--- config.mk ---
export PLATFORM = sky130hd
export DESIGN_NAME = dot_product_fp16_feeder
export DESIGN_NICKNAME = d
export VERILOG_FILES = /design/src/rtl/dot_product_fp16_feeder.sv
export SDC_FILE = /design/constraint.sdc
export NUM_CORES = 1
export LEC_CHECK = 0
export BUFFER_PORTS_ARGS = -buffer_cell sky130_fd_sc_hd__buf_2
export CAP_MARGIN = 20
export CORE_MARGIN = 8
export CORE_UTILIZATION = 55
export DETAILED_ROUTE_END_ITERATION = 8
export GPL_ROUTABILITY_DRIVEN = 0
export HOLD_SLACK_MARGIN = 0.03
export PLACE_DENSITY = 0.8
export SLEW_MARGIN = 40
export SYNTH_ARGS = -nofsm -noshare
export SYNTH_HDL_FRONTEND = slang
export SYNTH_SLANG_ARGS = --single-unit
--- constraint.sdc ---
create_clock -name i_clk -period 5.6 [get_ports i_clk]
set_input_delay 0 -clock i_clk [delete_from_list [all_inputs] [get_ports i_clk]]
set_output_delay 0 -clock i_clk [all_outputs]
set_load 0.01 [all_outputs]
--- src/rtl/dot_product_fp16_feeder.sv ---
// Serial-to-lane packer feeding the fp16 dot-product engine: builds L-lane a/b beats,
// frames vectors with first/last, and limits vectors awaiting an engine result.
module dot_product_fp16_feeder #(
    parameter  int B               = 2,
    parameter  int K               = 4,
    parameter  int FP              = 16,
    parameter  int MAX_OUTSTANDING = 16,
    localparam int L               = K * B,
    localparam int OUT_W           = $clog2(MAX_OUTSTANDING + 1)
) (
    input  logic              i_clk,
    input  logic              i_reset,
    input  logic              i_valid,
    output logic              o_ready,
    input  logic [FP-1:0]     i_a,
    input  logic [FP-1:0]     i_b,
    input  logic              i_last,
    output logic [L*FP-1:0]   o_a,
    output logic [L*FP-1:0]   o_b,
    output logic              o_first,
    output logic              o_last,
    input  logic              i_res_valid,
    output logic [OUT_W-1:0]  o_outstanding,
    output logic              o_err
);

    localparam int LANE_W = (L > 1) ? $clog2(L) : 1;

    typedef enum logic {
        IDLE,
        OPEN
    } state_t;

    state_t              state, state_next;
    logic [LANE_W-1:0]   lane, lane_next;
    logic [L*FP-1:0]     pack_a, pack_b, pack_a_next, pack_b_next;
    logic [L*FP-1:0]     beat_a, beat_b;
    logic                sent, sent_next;
    logic [OUT_W-1:0]    out_next;
    logic                accept, emit, inc, dec;
    logic                ready_next, err_next, first_next;

    // NOTE: every combinational output gets a default first so no path can infer a latch.
    always_comb begin
        accept      = i_valid && o_ready;
        beat_a      = pack_a;
        beat_b      = pack_b;
        beat_a[lane*FP +: FP] = i_a;
        beat_b[lane*FP +: FP] = i_b;
        emit        = accept && ((lane == LANE_W'(L - 1)) || i_last);

        state_next  = state;
        lane_next   = lane;
        pack_a_next = pack_a;
        pack_b_next = pack_b;
        sent_next   = sent;

        if (accept) begin
            state_next = i_last ? IDLE : OPEN;
            if (emit) begin
                // Clearing on emit makes the unfilled lanes of a partial beat +0.
                lane_next   = '0;
                pack_a_next = '0;
                pack_b_next = '0;
                sent_next   = !i_last;
            end else begin
                lane_next   = lane + 1'b1;
                pack_a_next = beat_a;
                pack_b_next = beat_b;
            end
        end

        // sent marks that this vector already produced a beat, so the next one is not first.
        first_next = emit && !sent;

        inc      = emit && i_last;
        dec      = i_res_valid && (o_outstanding != '0);
        out_next = o_outstanding;
        if (inc && !dec) begin
            out_next = o_outstanding + 1'b1;
        end else if (!inc && dec) begin
            out_next = o_outstanding - 1'b1;
        end

        err_next   = o_err || (i_res_valid && (o_outstanding == '0));
        // Only a new vector is held off by the credit limit; an open one always completes.
        ready_next = !((state_next == IDLE) && (lane_next == '0) &&
                       (out_next == OUT_W'(MAX_OUTSTANDING)));
    end

    // NOTE: sequential state uses non-blocking assignments so all registers update together.
    always_ff @(posedge i_clk) begin
        if (i_reset) begin
            state         <= IDLE;
            lane          <= '0;
            pack_a        <= '0;
            pack_b        <= '0;
            sent          <= 1'b0;
            o_ready       <= 1'b0;
            o_a           <= '0;
            o_b           <= '0;
            o_first       <= 1'b0;
            o_last        <= 1'b0;
            o_outstanding <= '0;
            o_err         <= 1'b0;
        end else begin
            state         <= state_next;
            lane          <= lane_next;
            pack_a        <= pack_a_next;
            pack_b        <= pack_b_next;
            sent          <= sent_next;
            o_ready       <= ready_next;
            o_a           <= emit ? beat_a : '0;
            o_b           <= emit ? beat_b : '0;
            o_first       <= first_next;
            o_last        <= inc;
            o_outstanding <= out_next;
            o_err         <= err_next;
        end
    end

endmodule

==> out/metrics.yaml, run 1 <==
critPathMaxFanout: 25
post-route-drc-count: 0
critPathArrivalTime_ns: 4.11
core_area_um2: 33500
cts_tree: "yes"
vias: 17300
synth.distinct_cells: 43
post_route_cells_drive_above_1_share_pct: 18.9
finalHoldViolCount: 0
avgSynthCellArea_um2: 8.56
grtUsageTotal_pct: 28.6
clock_latency_ns: 0.57
core.rowCount: 67
synth_edf_count: 0
async_reset_ff_share_pct: 0
fin_nets: 2408
max-vdd-ir-drop_uv: 248
hold_path.class: "in2reg"
grt_pass1_vias: 16800
worst_pin_slew_ns: 0.830
fillCellCount: 2618
startpoint: "lane[0]"
finalSetupViolCount: 0
grt_setup_unrepaired: "no"
cts_sinks: 526
ys_seq_area_share_pct: 56.3
fin_crit_sh_pct: 64.7
viasPerCell: 6.07
boundaryPins: 302
post-route-min-period_ns: 3.62
worstSetupPathType: "reg2reg"
clkTransAtPathRegs_ns: 0.06
die_h_um: 200
p_seq_share_pct: 48.9
die_w_um: 200
drt_pass1_iterations: 7
routedWlPerCell_um: 21.4
clkPwrFrac_pct: 45.3
rr_worst_depth: 9
dieArea_um2: 40200
synthFlopType: "dfxtp_1"
grt_pass1_wl_um: 94400
run_status: "complete, no violations"
ys_warn_count: 0
power.share.switching_pct: 23.2
grt_max_degree: 118
r2r_setup_slack_ns: 1.98
fin_area_um2: 22400
fmax_ghz: 0.276
ant_nets: 0
syn-cell-area_um2: 18700
final_common_cell: "dfxtp_1"
finalClockSkew_ns: 0.0194
dpl_cell_area_um2: 20200
port-buffer-count: 301
synthCells: 2186
cp-end-kind: "register"
cell_internal_pwr_mw: 5.97
wl_um: 61000
syn-num-nets: 2232
cellPowerDensity_nw_per_um2: 348
setup-tns-final_ns: 0
r2r-start: "lane[0]"
drt_iter0_drc: 2133
reg2reg_to: "pack_b[51]"
antenna_found_initial: 1
cts_buffer_depth: 3
initial_core_util_pct: 55.8
slew_headroom_pct: 44.5
crit_required_ns: 6.09
cts_buffers: 50
critPathCapture: "pack_b[51]"
dp_hpwl_um: 38100
synth_seq_cells: 526
p_comb_share_pct: 5.9
area_delta_synth_final_pct: 19.5
htree_levels: 2
mostFrequentLayoutCells: "dfxtp_1, nand2_1, buf_2"
switchingPower_mw: 1.81
leakage_nw: 8.38
postCtsSetupRepairBufs: 0
ctsRootBufferMaster: "clkbuf_16"
overflow: 0
maxCapViolCount: 0
diodes: 0
drv_slew: 0
worstSetupStartpointType: "register"
-- cell usage after synthesis (all sizes together) (2+ instances only) --
| cell | n | area share (%) |
|---|---|---|
| dfxtp | 526 | 56 |
| nand2 | 330 | 6.6 |
| nor2 | 281 | 5.6 |
| a21oi | 260 | 7.0 |
| a22oi | 250 | 10 |
| clkbuf | 209 | 4.2 |
| nand3 | 197 | 5.3 |
| buf | 40 | 1.2 |
| nor3 | 14 | 0.43 |
| o21ai | 11 | 0.37 |
| ha | 9 | 0.60 |
| a32oi | 8 | 0.37 |
| and3 | 7 | 0.26 |
| inv | 7 | 0.14 |
| mux2i | 4 | 0.21 |
| nor3b | 4 | 0.19 |
| nand3b | 3 | 0.12 |
| nor2b | 3 | 0.10 |
| xnor2 | 3 | 0.14 |
| maj3 | 2 | 0.11 |
| nand2b | 2 | 0.067 |
| nor4 | 2 | 0.067 |
| or3 | 2 | 0.067 |
-- cell families after synthesis --
group | after synthesis | share of synthesized area (%)
flip-flops | 526 | 56.3
AND/OR/NAND/NOR | 849 | 19.0
AO/OA/AOI/OAI | 537 | 18.1
multiplexers | 4 | 0.214
adder cells (fa/ha/maj) | 11 | 0.709
buffers and inverters | 256 | 5.53
XOR/XNOR | 3 | 0.141
-- sequential cells by signal, indices dropped and copies added, names as in the netlist, 3 cells and up --
signal	cells
lane	3
o_a	128
o_b	128
o_outstanding	5
pack_a	128
pack_b	128
-- cell type report --
cell class / count / area [um^2] / share of cell area, %
Sequential cell: 526 / 10500 / 47.1
Inverter: 7 / 26.3 / 0.118
Tap cell: 448 / 561 / 2.51
Clock inverter: 25 / 297 / 1.33
Multi-Input combinational cell: 1404 / 7280 / 32.6
Clock buffer: 67 / 1430 / 6.38
Timing Repair Buffer: 373 / 2230 / 9.97
-- routing by layer --
| metal | wire, um | GRT usage (%) | share of wire [%] |
|---|---|---|---|
| met1 | 23400 | 36.6 | 38 |
| met2 | 28000 | 45.7 | 46 |
| met3 | 7210 | 6.63 | 12 |
| met4 | 2390 | 12.8 | 3.9 |
| met5 | 12 | 0 | 0.020 |
-- worst min-delay path by stage --
stage               startpoint  cells past startpoint           to  slack (ns)
floorplan               i_last                      2       o_last        0.19
global placement       i_valid                      3        state        0.35
detailed placement     i_valid                      3        state        0.37
CTS                    i_reset                      2  pack_b[104]        0.03
global route           i_reset                      2   pack_b[87]        0.08
finish                 i_reset                      2   pack_b[59]        0.05
-- timing repair --
item                      in CTS  in global routing
hold endpoints to repair     510                  0
gates resized for setup        0                  0
hold buffers                  35                  0
-- power by group through the flow --
stage / registers (mW) / clock network (mW) / logic [mW]
CTS: 3.80 / 3.54 / 0.442
global placement: 3.88 / 0 / 0.406
floorplan: 3.88 / 0 / 0.284
global route: 3.80 / 3.69 / 0.487
finish: 3.80 / 3.52 / 0.456
detailed placement: 3.88 / 0 / 0.422
-- metrics by stage --
| step | setup WS, ns | std cells | power, mW | hold WS, ns | util [%] |
|---|---|---|---|---|---|
| finish | 1.98 | 2850 | 7.78 | 0.0531 | 66.7 |
| global route | 1.73 | 2850 | 7.98 | 0.0833 | 66.7 |
| CTS | 2.00 | 2846 | 7.78 | 0.0329 | 66.4 |
| detailed placement | 1.99 | 2719 | 4.30 | 0.367 | 60.3 |
| global placement | 2.16 | 2716 | 4.29 | 0.353 | 60.1 |
| floorplan | 3.12 | 2186 | 4.17 | 0.192 | - |
-- worst max-delay path, stage by stage, from the launching register on --
cell,delay [ns]
dfxtp_1,0.61
inv_1,0.17
ha_1,0.24
ha_1,0.65
nand3_1,0.70
buf_4,0.45
nor3_2,0.16
buf_4,0.32
a22oi_1,0.13
nor2_1,0.11
Note: power is estimated with default switching activity, not from simulation.
==> run 2: changes to the inputs <==
--- a/config.mk
+++ b/config.mk
@@ -5,6 +5,7 @@
 export SDC_FILE = /design/constraint.sdc
 export NUM_CORES = 1
 export LEC_CHECK = 0
+export ABC_AREA = 1
 export BUFFER_PORTS_ARGS = -buffer_cell sky130_fd_sc_hd__buf_2
 export CAP_MARGIN = 20
 export CORE_MARGIN = 8
@@ -12,7 +13,7 @@
 export DETAILED_ROUTE_END_ITERATION = 8
 export GPL_ROUTABILITY_DRIVEN = 0
 export HOLD_SLACK_MARGIN = 0.03
-export PLACE_DENSITY = 0.8
+export PLACE_DENSITY = 0.79
 export SLEW_MARGIN = 40
 export SYNTH_ARGS = -nofsm -noshare
 export SYNTH_HDL_FRONTEND = slang
==> constraint.sdc (replaced) <==
create_clock -name i_clk -period 3.6 [get_ports i_clk]
set_input_delay 0 -clock i_clk [delete_from_list [all_inputs] [get_ports i_clk]]
set_output_delay 0 -clock i_clk [all_outputs]
set_load 0.01 [all_outputs]
==> run 2 against run 1 <==
Net effect:
- non-clock buffer count is 10 lower
- final cell count is 17% higher
- synthesized cell count is 19% higher
- hold slack better by 0.028 ns
- maximum frequency is 30% higher
- cell area is 5.7% higher
- total power is 56% higher
- critical path depth stayed put
==> out/metrics.yaml, run 2 <==
routedWlPerCell_um: 17.4
syn-cell-area_um2: 20000
drv_slew: 0
grt_pass1_wl_um: 90600
post_route_cells_drive_above_1_share_pct: 15.2
async_reset_ff_share_pct: 0
r2r_setup_slack_ns: 0.82
cts_buffer_depth: 3
critPathMaxFanout: 35
post-route-drc-count: 0
fillCellCount: 2873
run_status: "complete, no violations"
crit_required_ns: 4.11
synthCells: 2600
yosysTopAreaCell: "dfxtp_1"
mostFrequentLayoutCells: "nand2_1, dfxtp_1, nor2_1"
grt_pass1_vias: 17300
core.rowCount: 69
critPathArrivalTime_ns: 3.29
finalClockSkew_ns: 0.0220
max-vdd-ir-drop_uv: 440
dp_hpwl_um: 36000
maxCapViolCount: 0
worst_pin_slew_ns: 0.857
yosys-top-cells-count: "nand2_1, dfxtp_1, nor2_1"
hold_path.class: "in2reg"
cts_tree: "yes"
critPathCapture: "pack_b[48]"
cts_buffers: 51
finalHoldViolCount: 0
ys_seq_area_share_pct: 52.7
grt_max_degree: 146
htree_levels: 2
leakage_nw: 8.98
syn-num-nets: 2646
drt_iter0_drc: 1505
synth_area_leaders: "dfxtp_1, nand2_1, a21oi_1"
reg2reg_to: "pack_b[48]"
avgSynthCellArea_um2: 7.68
cts_sinks: 526
initial_core_util_pct: 56.0
die_h_um: 207
slew_headroom_pct: 42.9
viasPerCell: 5.37
setup-tns-final_ns: 0
post-route-min-period_ns: 2.78
synthFlopType: "dfxtp_1"
grt_setup_unrepaired: "no"
worstSetupPathType: "reg2reg"
boundaryPins: 302
fin_crit_sh_pct: 77.2
ys_warn_count: 0
dpl_cell_area_um2: 21600
die_w_um: 207
cp-end-kind: "register"
startpoint: "lane[0]"
synth.distinct_cells: 30
drt_pass1_iterations: 5
overflow: 0
final_common_cell: "nand2_1"
finalSetupViolCount: 0
clkTransAtPathRegs_ns: 0.07
area_delta_synth_final_pct: 18.4
synth.most_common_cell: "nand2_1"
port-buffer-count: 301
cellPowerDensity_nw_per_um2: 514
fmax_ghz: 0.360
worstSetupStartpointType: "register"
synth_edf_count: 0
dieArea_um2: 42600
synth_top_area_share_pct: 52.7
antenna_found_initial: 1
ctsResizeCount: 0
vias: 17900
rr_worst_depth: 9
ant_nets: 0
r2r-start: "lane[0]"
fin_area_um2: 23600
clock_latency_ns: 0.59
fin_nets: 2883
ctsRootBufferMaster: "clkbuf_16"
grtUsageTotal_pct: 26.4
core_area_um2: 35700
synth_seq_cells: 526
wl_um: 57900
run 2: changes by cell type after synthesis, sizes merged, moves of 87 or more:
cell    previous run  this run
clkbuf           209       100
o21ai             11       108
inv                7       156
nand2            330       569
a21oi            260       353
a22oi            250         0
nor2             281       368
nand3            197        78
or2                0       184
run 2: routing by layer:
layer	track usage (%)	wire length, um	up-vias	share of wire [%]
met3	4.78	5180	150	8.9
li1	-	-	8657	-
met2	44.2	27000	812	47
met5	0	0	-	0
met1	32.8	23200	8303	40
met4	12.6	2570	0	4.4
run 2: what timing repair did:
item                      CTS  global route
hold buffers               35             0
hold endpoints to repair  303             0
setup buffers               0             0
run 2: worst min-delay path by stage:
stage                     slack, ns  depth (start not counted)   startpoint          endpoint
after global routing           0.12                          4      i_valid         pack_a[0]
after CTS                      0.05                          8      i_valid  o_outstanding[3]
after floorplan                0.14                          2  i_res_valid             o_err
after detailed placement       0.30                          3  i_res_valid             o_err
after global placement         0.28                          3  i_res_valid             o_err
final                          0.08                          2      i_reset        pack_a[33]
run 2: worst max-delay path, stage by stage (launching register included):
cell and delay (ns):
dfxtp_1 0.33, inv_1 0.14, ha_1 0.25, ha_1 0.39
nand3_2 0.59, buf_4 0.43, nor2_1 0.10, a21oi_1 0.06
or2_2 0.28, a21oi_1 0.11
run 2: cell type report:
cell class	count	area (um^2)	share of cell area, %
Sequential cell	526	10500	44.6
Multi-Input combinational cell	1739	8110	34.3
Timing Repair Buffer	363	2130	9.01
Clock buffer	65	1400	5.92
Inverter	156	591	2.50
Tap cell	461	577	2.44
Clock inverter	26	300	1.27
Antenna cell	1	2.50	0.0106
run 2: cell families after synthesis:
kind of cell | count (synthesis) | synth area share [%]
compound gates | 523 | 13.9
simple gates | 1203 | 25.8
buf+inv | 335 | 6.83
fa+ha+maj | 9 | 0.564
flops | 526 | 52.7
xor+xnor | 4 | 0.175
run 2: power breakdown:
part	internal, mW	switching [mW]	leakage, nW	total, mW
Combinational	0.240	0.563	3.91	0.803
Clock	3.18	2.27	0.833	5.45
Sequential	5.87	0.0446	4.24	5.91
run 2: metrics by stage:
stage / utilization (%) / instances / total power, mW / hold WS [ns] / worst slack, ns
after floorplan: - / 2600 / 6.55 / 0.143 / 1.45
after global placement: 60.5 / 3210 / 6.77 / 0.277 / 0.920
after detailed placement: 60.5 / 3210 / 6.79 / 0.296 / 0.864
after CTS: 66.3 / 3336 / 12.2 / 0.0488 / 0.825
after global routing: 66.3 / 3337 / 12.6 / 0.116 / 0.589
final: 66.3 / 3337 / 12.2 / 0.0810 / 0.819
